[config.mk]
export PLATFORM = sky130hd
export DESIGN_NAME = term_writer
export DESIGN_NICKNAME = d
export VERILOG_FILES = /design/src/rtl/term_pkg.sv /design/src/rtl/term_sweep.sv /design/src/rtl/term_writer.sv
export SDC_FILE = /design/constraint.sdc
export NUM_CORES = 1
export LEC_CHECK = 0
export BUFFER_PORTS_ARGS = -buffer_cell sky130_fd_sc_hd__buf_4
export CORE_ASPECT_RATIO = 0.7
export CORE_UTILIZATION = 40
export DETAILED_ROUTE_END_ITERATION = 8
export RECOVER_POWER = 50
export SETUP_SLACK_MARGIN = 0.4
export SLEW_MARGIN = 10
export SYNTH_ARGS = -nofsm -noshare
export SYNTH_HDL_FRONTEND = slang
export SYNTH_SLANG_ARGS = --single-unit
[constraint.sdc]
create_clock -name i_clk -period 3.1 [get_ports i_clk]
set_input_delay 0.155 -clock i_clk [delete_from_list [all_inputs] [get_ports i_clk]]
set_output_delay 0.155 -clock i_clk [all_outputs]
set_load 0.01 [all_outputs]
[src/rtl/term_pkg.sv]
// Shared types and constants for the terminal writer: FSM states, control codes,
// default geometry and the printable-byte classifier.
package term_pkg;

  typedef enum logic [1:0] {
    IDLE       = 2'd0,
    WRITE      = 2'd1,
    CLR_LINE   = 2'd2,
    CLR_SCREEN = 2'd3
  } state_t;

  localparam logic [7:0] CC_BS  = 8'h08;
  localparam logic [7:0] CC_TAB = 8'h09;
  localparam logic [7:0] CC_LF  = 8'h0A;
  localparam logic [7:0] CC_FF  = 8'h0C;
  localparam logic [7:0] CC_CR  = 8'h0D;

  localparam int         DEF_COLS      = 60;
  localparam int         DEF_ROWS      = 17;
  localparam logic [7:0] DEF_FILL_CHAR = 8'h20;

  // Everything from space upward except DEL lands in VRAM as a glyph.
  function automatic logic is_printable(input logic [7:0] b);
    return (b >= 8'h20) && (b != 8'h7F);
  endfunction

endpackage

[src/rtl/term_sweep.sv]
// VRAM address register shared by clear sweeps (one 64-cell row or all 2048 cells)
// and the idle/write path, which loads the cursor cell whenever no sweep runs.
module term_sweep (
  input  logic        i_clk,
  input  logic        i_rst_n,
  input  logic        start,
  input  logic        line_sel,
  input  logic [4:0]  row,
  input  logic [10:0] load_addr,
  output logic [10:0] addr,
  output logic        ce,
  output logic        done
);

  logic [10:0] addr_r;
  logic        active_r;
  logic        line_r;

  assign done = active_r && (addr_r[5:0] == 6'h3F) && (line_r || (addr_r[10:6] == 5'h1F));
  assign addr = addr_r;
  assign ce   = active_r;

  // Sweep counter; outside a sweep it follows the requested cursor address.
  always_ff @(posedge i_clk or negedge i_rst_n) begin
    if (!i_rst_n) begin
      addr_r   <= 11'd0;
      active_r <= 1'b0;
      line_r   <= 1'b0;
    end else if (start) begin
      addr_r   <= line_sel ? {row, 6'd0} : 11'd0;
      active_r <= 1'b1;
      line_r   <= line_sel;
    end else if (done) begin
      addr_r   <= load_addr;
      active_r <= 1'b0;
    end else if (active_r) begin
      addr_r   <= addr_r + 11'd1;
    end else begin
      addr_r   <= load_addr;
    end
  end

endmodule

[src/rtl/term_writer.sv]
// Byte-stream terminal front end: decodes printables/control codes into VRAM writes
// and clear sweeps, owns the cursor. Define TERM_TAB_EN to honour 0x09 as a tab stop.
module term_writer
  import term_pkg::*;
#(
  parameter int         COLS      = DEF_COLS,
  parameter int         ROWS      = DEF_ROWS,
  parameter logic [7:0] FILL_CHAR = DEF_FILL_CHAR
) (
  input  logic        i_clk,
  input  logic        i_rst_n,
  input  logic [7:0]  i_rx_data,
  input  logic        i_rx_valid,
  output logic        o_rx_ready,
  output logic [10:0] o_vram_addr,
  output logic [7:0]  o_vram_data,
  output logic        o_vram_ce,
  output logic        o_busy
);

  state_t      state_r, state_nxt_s;
  logic [5:0]  x_r, x_nxt_s;
  logic [4:0]  y_r, y_nxt_s, y_inc_s;
  logic [7:0]  byte_r, byte_nxt_s, data_r;
  logic        ready_r, wr_ce_r, busy_r, wr_nxt_s;
  logic        sweep_start_s, sweep_line_s, sweep_done_s, sweep_ce_s;
  logic [10:0] sweep_addr_s;
  logic [6:0]  tab_s;

  // Row below the cursor; wraps to the top instead of scrolling.
  always_comb begin
    if (y_r == 5'(ROWS - 1)) begin
      y_inc_s = 5'd0;
    end else begin
      y_inc_s = y_r + 5'd1;
    end
  end

  assign tab_s = {1'b0, x_r[5:3], 3'b000} + 7'd8;

  // Next-state, cursor and sweep-start decode.
  always_comb begin
    state_nxt_s   = state_r;
    x_nxt_s       = x_r;
    y_nxt_s       = y_r;
    byte_nxt_s    = byte_r;
    sweep_start_s = 1'b0;
    sweep_line_s  = 1'b1;
    case (state_r)
      IDLE: begin
        if (i_rx_valid && ready_r) begin
          byte_nxt_s = i_rx_data;
          if (i_rx_data == CC_FF) begin
            state_nxt_s   = CLR_SCREEN;
            sweep_start_s = 1'b1;
            sweep_line_s  = 1'b0;
          end else if (i_rx_data == CC_LF) begin
            y_nxt_s       = y_inc_s;
            state_nxt_s   = CLR_LINE;
            sweep_start_s = 1'b1;
          end else begin
            state_nxt_s = WRITE;
          end
        end else begin
          state_nxt_s = IDLE;
        end
      end
      WRITE: begin
        state_nxt_s = IDLE;
        case (byte_r)
          CC_CR: x_nxt_s = 6'd0;
          CC_BS: begin
            if (x_r != 6'd0) begin
              x_nxt_s = x_r - 6'd1;
            end else begin
              x_nxt_s = x_r;
            end
          end
`ifdef TERM_TAB_EN
          CC_TAB: begin
            if (tab_s >= 7'(COLS)) begin
              x_nxt_s       = 6'd0;
              y_nxt_s       = y_inc_s;
              state_nxt_s   = CLR_LINE;
              sweep_start_s = 1'b1;
            end else begin
              x_nxt_s = tab_s[5:0];
            end
          end
`endif
          default: begin
            if (is_printable(byte_r) && (x_r == 6'(COLS - 1))) begin
              x_nxt_s       = 6'd0;
              y_nxt_s       = y_inc_s;
              state_nxt_s   = CLR_LINE;
              sweep_start_s = 1'b1;
            end else if (is_printable(byte_r)) begin
              x_nxt_s = x_r + 6'd1;
            end else begin
              x_nxt_s = x_r;
            end
          end
        endcase
      end
      CLR_LINE: begin
        if (sweep_done_s) begin
          state_nxt_s = IDLE;
        end else begin
          state_nxt_s = CLR_LINE;
        end
      end
      CLR_SCREEN: begin
        if (sweep_done_s) begin
          state_nxt_s = IDLE;
          x_nxt_s     = 6'd0;
          y_nxt_s     = 5'd0;
        end else begin
          state_nxt_s = CLR_SCREEN;
        end
      end
      default: state_nxt_s = IDLE;
    endcase
    wr_nxt_s = (state_nxt_s == WRITE) && is_printable(byte_nxt_s);
  end

  // State, cursor and registered handshake/write outputs.
  always_ff @(posedge i_clk or negedge i_rst_n) begin
    if (!i_rst_n) begin
      state_r <= IDLE;
      x_r     <= 6'd0;
      y_r     <= 5'd0;
      byte_r  <= 8'd0;
      ready_r <= 1'b0;
      wr_ce_r <= 1'b0;
      busy_r  <= 1'b0;
      data_r  <= FILL_CHAR;
    end else begin
      state_r <= state_nxt_s;
      x_r     <= x_nxt_s;
      y_r     <= y_nxt_s;
      byte_r  <= byte_nxt_s;
      ready_r <= (state_nxt_s == IDLE);
      wr_ce_r <= wr_nxt_s;
      busy_r  <= (state_nxt_s == CLR_LINE) || (state_nxt_s == CLR_SCREEN);
      data_r  <= wr_nxt_s ? byte_nxt_s : FILL_CHAR;
    end
  end

  term_sweep u_sweep (
    .i_clk     (i_clk),
    .i_rst_n   (i_rst_n),
    .start     (sweep_start_s),
    .line_sel  (sweep_line_s),
    .row       (y_nxt_s),
    .load_addr ({y_nxt_s, x_nxt_s}),
    .addr      (sweep_addr_s),
    .ce        (sweep_ce_s),
    .done      (sweep_done_s)
  );

  assign o_rx_ready  = ready_r;
  assign o_vram_addr = sweep_addr_s;
  assign o_vram_data = data_r;
  assign o_vram_ce   = wr_ce_r | sweep_ce_s;
  assign o_busy      = busy_r;

endmodule

==> summary.txt <==
Final layout
  – Layout cell share with drive strength beyond 1: 0.144
  – NumNets Final: 335
  – Area Overhead vs Synth: 14.9%
  – Antenna cells: 0
  – Filler cells: 610

Timing
  – Final setup fails: 0
  – Setup TNS: 0 ps
  – RSZ-0062 raised after global routing: no
  – Worst Tran Pin Value: 1110 ps
  – Period utilization: 0.794
  – Final Max Tran Viols: 0
  – Final Hold Fails: 0
  – Worst relative slew slack: 0.260
  – Max Fclk: 0.406 GHz
  – Worst clock skew: 5.85 ps
  – Post-layout min period: 2460 ps

Synth
  – Top FF cell, synth: dfrtp_1
  – Post-synthesis cell area: 2580 um2
  – Yosys Warn Count: 0
  – Post-synth EDFFs: 0
  – Yosys top cell area share: 0.427
  – Post-Syn Area per Cell: 9.01 um2
  – Syn nets: 303
  – Leading post-synthesis cells by cell area: dfrtp_1 (43%), nand2_1 (3.8%), a21oi_1 (3.7%)
  – Part of the Yosys area used for sequential elements: 0.438
  – Synth area leader: dfrtp_1
  – Flops & latches, synth: 45
  – Library cells used by synthesis: 56
  – FFs w/ async S/R, synth: 1.00
  – Gate Count Post-Synth: 286

CTS
  – Post_cts resized: 0
  – Clock sinks: 45
  – H-tree lvl count: 2
  – Clock Tree Buf Depth: 2
  – CTS tree: yes
  – Root Buffer Master: clkbuf_8
  – Worst-Skew Late Latency: 310 ps
  – Worst-path clk slew: 90 ps
  – CTS buffer count: 5

Worst setup path
  – Arrival @ worst endpoint: 2710 ps
  – CP Buf/Inv Count: 1
  – Delay-heaviest family, CP: compound AO/OA/AOI/OAI gates
  – WS Path Type: register to register
  – CP Cell Sequence: nor4bb_2 > buf_4 > mux2_2 > o311ai_1 > or2_2
  – Setup crit start kind: register
  – Worst Path Max Fanout: 12
  – CP max stage cell: o311ai_1
  – Capturing element type of the critical path: register
  – CP required: 3350 ps
  – Crit-path max cell delay: 710 ps

Detailed routing
  – Routed WL: 6400 um
  – Detail Route Antenna Nets: 0
  – Drt first-iter violations: 133
  – Post-route DRC: 1
  – Via-to-Cell Ratio: 5.67
  – Drt pass-1 iters: 7
  – Routed vias: 2250
  – WL per Instance: 16.1 um

GRT
  – Vias in the first global route: 2211
  – First-pass GRT wire length: 11000 um
  – All-Layer GR Usage: 0.206
  – Largest net degree at the start of global routing: 46
  – Grt ovf: 0
  – Antenna violations before repair: 0

Placed design
  – Routability congestion estimate: 0.986
  – IO Port Bufs: 32
  – HPWL Detailed: 4770 um

Pwr
  – Design Power: 1.00 mW
  – Peak supply drop: 231 uV
  – PwrDens: 339 nW/um2
  – LEAKAGE: 1.32 nW

Worst hold path
  – Hold Crit Class: primary input to register

Floorplan
  – Initial core utilization: 0.414
  – Die width: 97.9 um
  – Core region area: 6220 um2
  – Die area: 6770 um2
  – IO Pins: 33
  – Chip height: 69.1 um
  – Row count: 24

Flow run
  – Max cap viols: 0

Run status
  – Outcome: finished, violations left
  – Violated checks: DRC
-- Yosys cell counts, drive strengths merged, types with 2 or more instances --
library cell,n
a211o,2
a21o,3
a21oi,19
a31oi,5
and2,4
and3,5
clkbuf,9
dfrtp,44
ha,6
inv,18
mux2,2
mux2i,6
nand2,26
nand2b,3
nand3,14
nand4,5
nor2,18
nor2b,2
nor3,7
nor4,3
nor4b,2
o211ai,4
o21a,7
o21ai,23
o22ai,4
o311ai,2
o31ai,3
o32ai,2
or2,2
or3,6
or4,5
xnor2,4
xor2,3
-- power breakdown --
part	internal, mW	switching (mW)
logic	0.0101	0.0166
registers	0.586	0
clock network	0.181	0.209
-- worst paths after layout --
check	end	startpoint	slack [ps]	cells past startpoint
max reg2reg	o_vram_data[5]	state_r[1]	640	5
min in group asynchronous	u_sweep.addr[3]	i_rst_n	580	2
max in group asynchronous	o_vram_data[0]	i_rst_n	1830	2
max	o_vram_data[5]	state_r[1]	640	5
min reg2reg	u_sweep.line_r	u_sweep.line_r	570	2
min	o_vram_data[7]	i_rx_data[7]	80	2
-- flip-flops by register name (all words and copies together), names as in the netlist --
register / cells
byte_r: 8
o_busy: 1
o_rx_ready: 1
o_vram_data: 8
state_r: 2
u_sweep.addr: 11
u_sweep.ce: 1
u_sweep.line_r: 1
wr_ce_r: 1
x_r: 6
y_r: 5
-- layout make-up --
cell class	count	area [um2]	area share
sequential	45	1130	0.381
tap	78	97.6	0.0330
inverter	18	67.6	0.0228
clock buffer	6	82.6	0.0279
timing repair buffer	35	221	0.0748
clock inverter	2	13.8	0.00465
multi-input combinational	213	1350	0.456
-- placed cells by master (no fill, tap or decap), types with 6 or more instances in the layout --
cell type / n
buf_4: 22
nand2_1: 26
clkbuf_1: 11
clkbuf_8: 6
dfrtp_1: 44
nand3_1: 14
ha_1: 6
mux2i_1: 6
o21ai_0: 18
o21a_1: 7
nor3_1: 7
a21oi_1: 19
nor2_1: 18
inv_1: 18
-- worst register-to-register path: stages (launching register included) --
cell	delay, ps
dfrtp_1	510
nor4bb_2	340
buf_4	240
mux2_2	380
o311ai_1	710
or2_2	230
-- logic make-up after synthesis --
logic type,after synthesis,share of synthesized area
adder cells (fa/ha/maj),6,0.0291
buffers and inverters,28,0.0413
AND/OR/NAND/NOR,109,0.229
multiplexers,8,0.0321
AO/OA/AOI/OAI,83,0.207
flip-flops,45,0.438
XOR/XNOR,7,0.0238
-- routing by layer --
metal	track usage	share of wire	routed length, um
met5	0	0	0
met1	0.316	0.54	3460
met4	0.0892	0.018	114
met3	0.0385	0.045	286
met2	0.279	0.40	2540
-- metrics by stage --
stage	instances	setup WS, ps	utilization	cell area (um2)	hold WS [ps]
6_report	397	638	0.476	2960	77.8
5_1_grt	397	417	0.476	2960	83.7
4_1_cts	397	609	0.483	3000	72.6
3_5_place_dp	388	630	0.466	2900	203
3_3_place_gp	388	704	0.466	2900	197
2_1_floorplan	286	920	-	2580	-141
-- timing repair --
action,in CTS,in global routing
setup buffers,0,0
hold buffers,1,0
hold endpoints to repair,44,0
setup endpoints to repair,0,0
(Power assumes the default switching activity.)
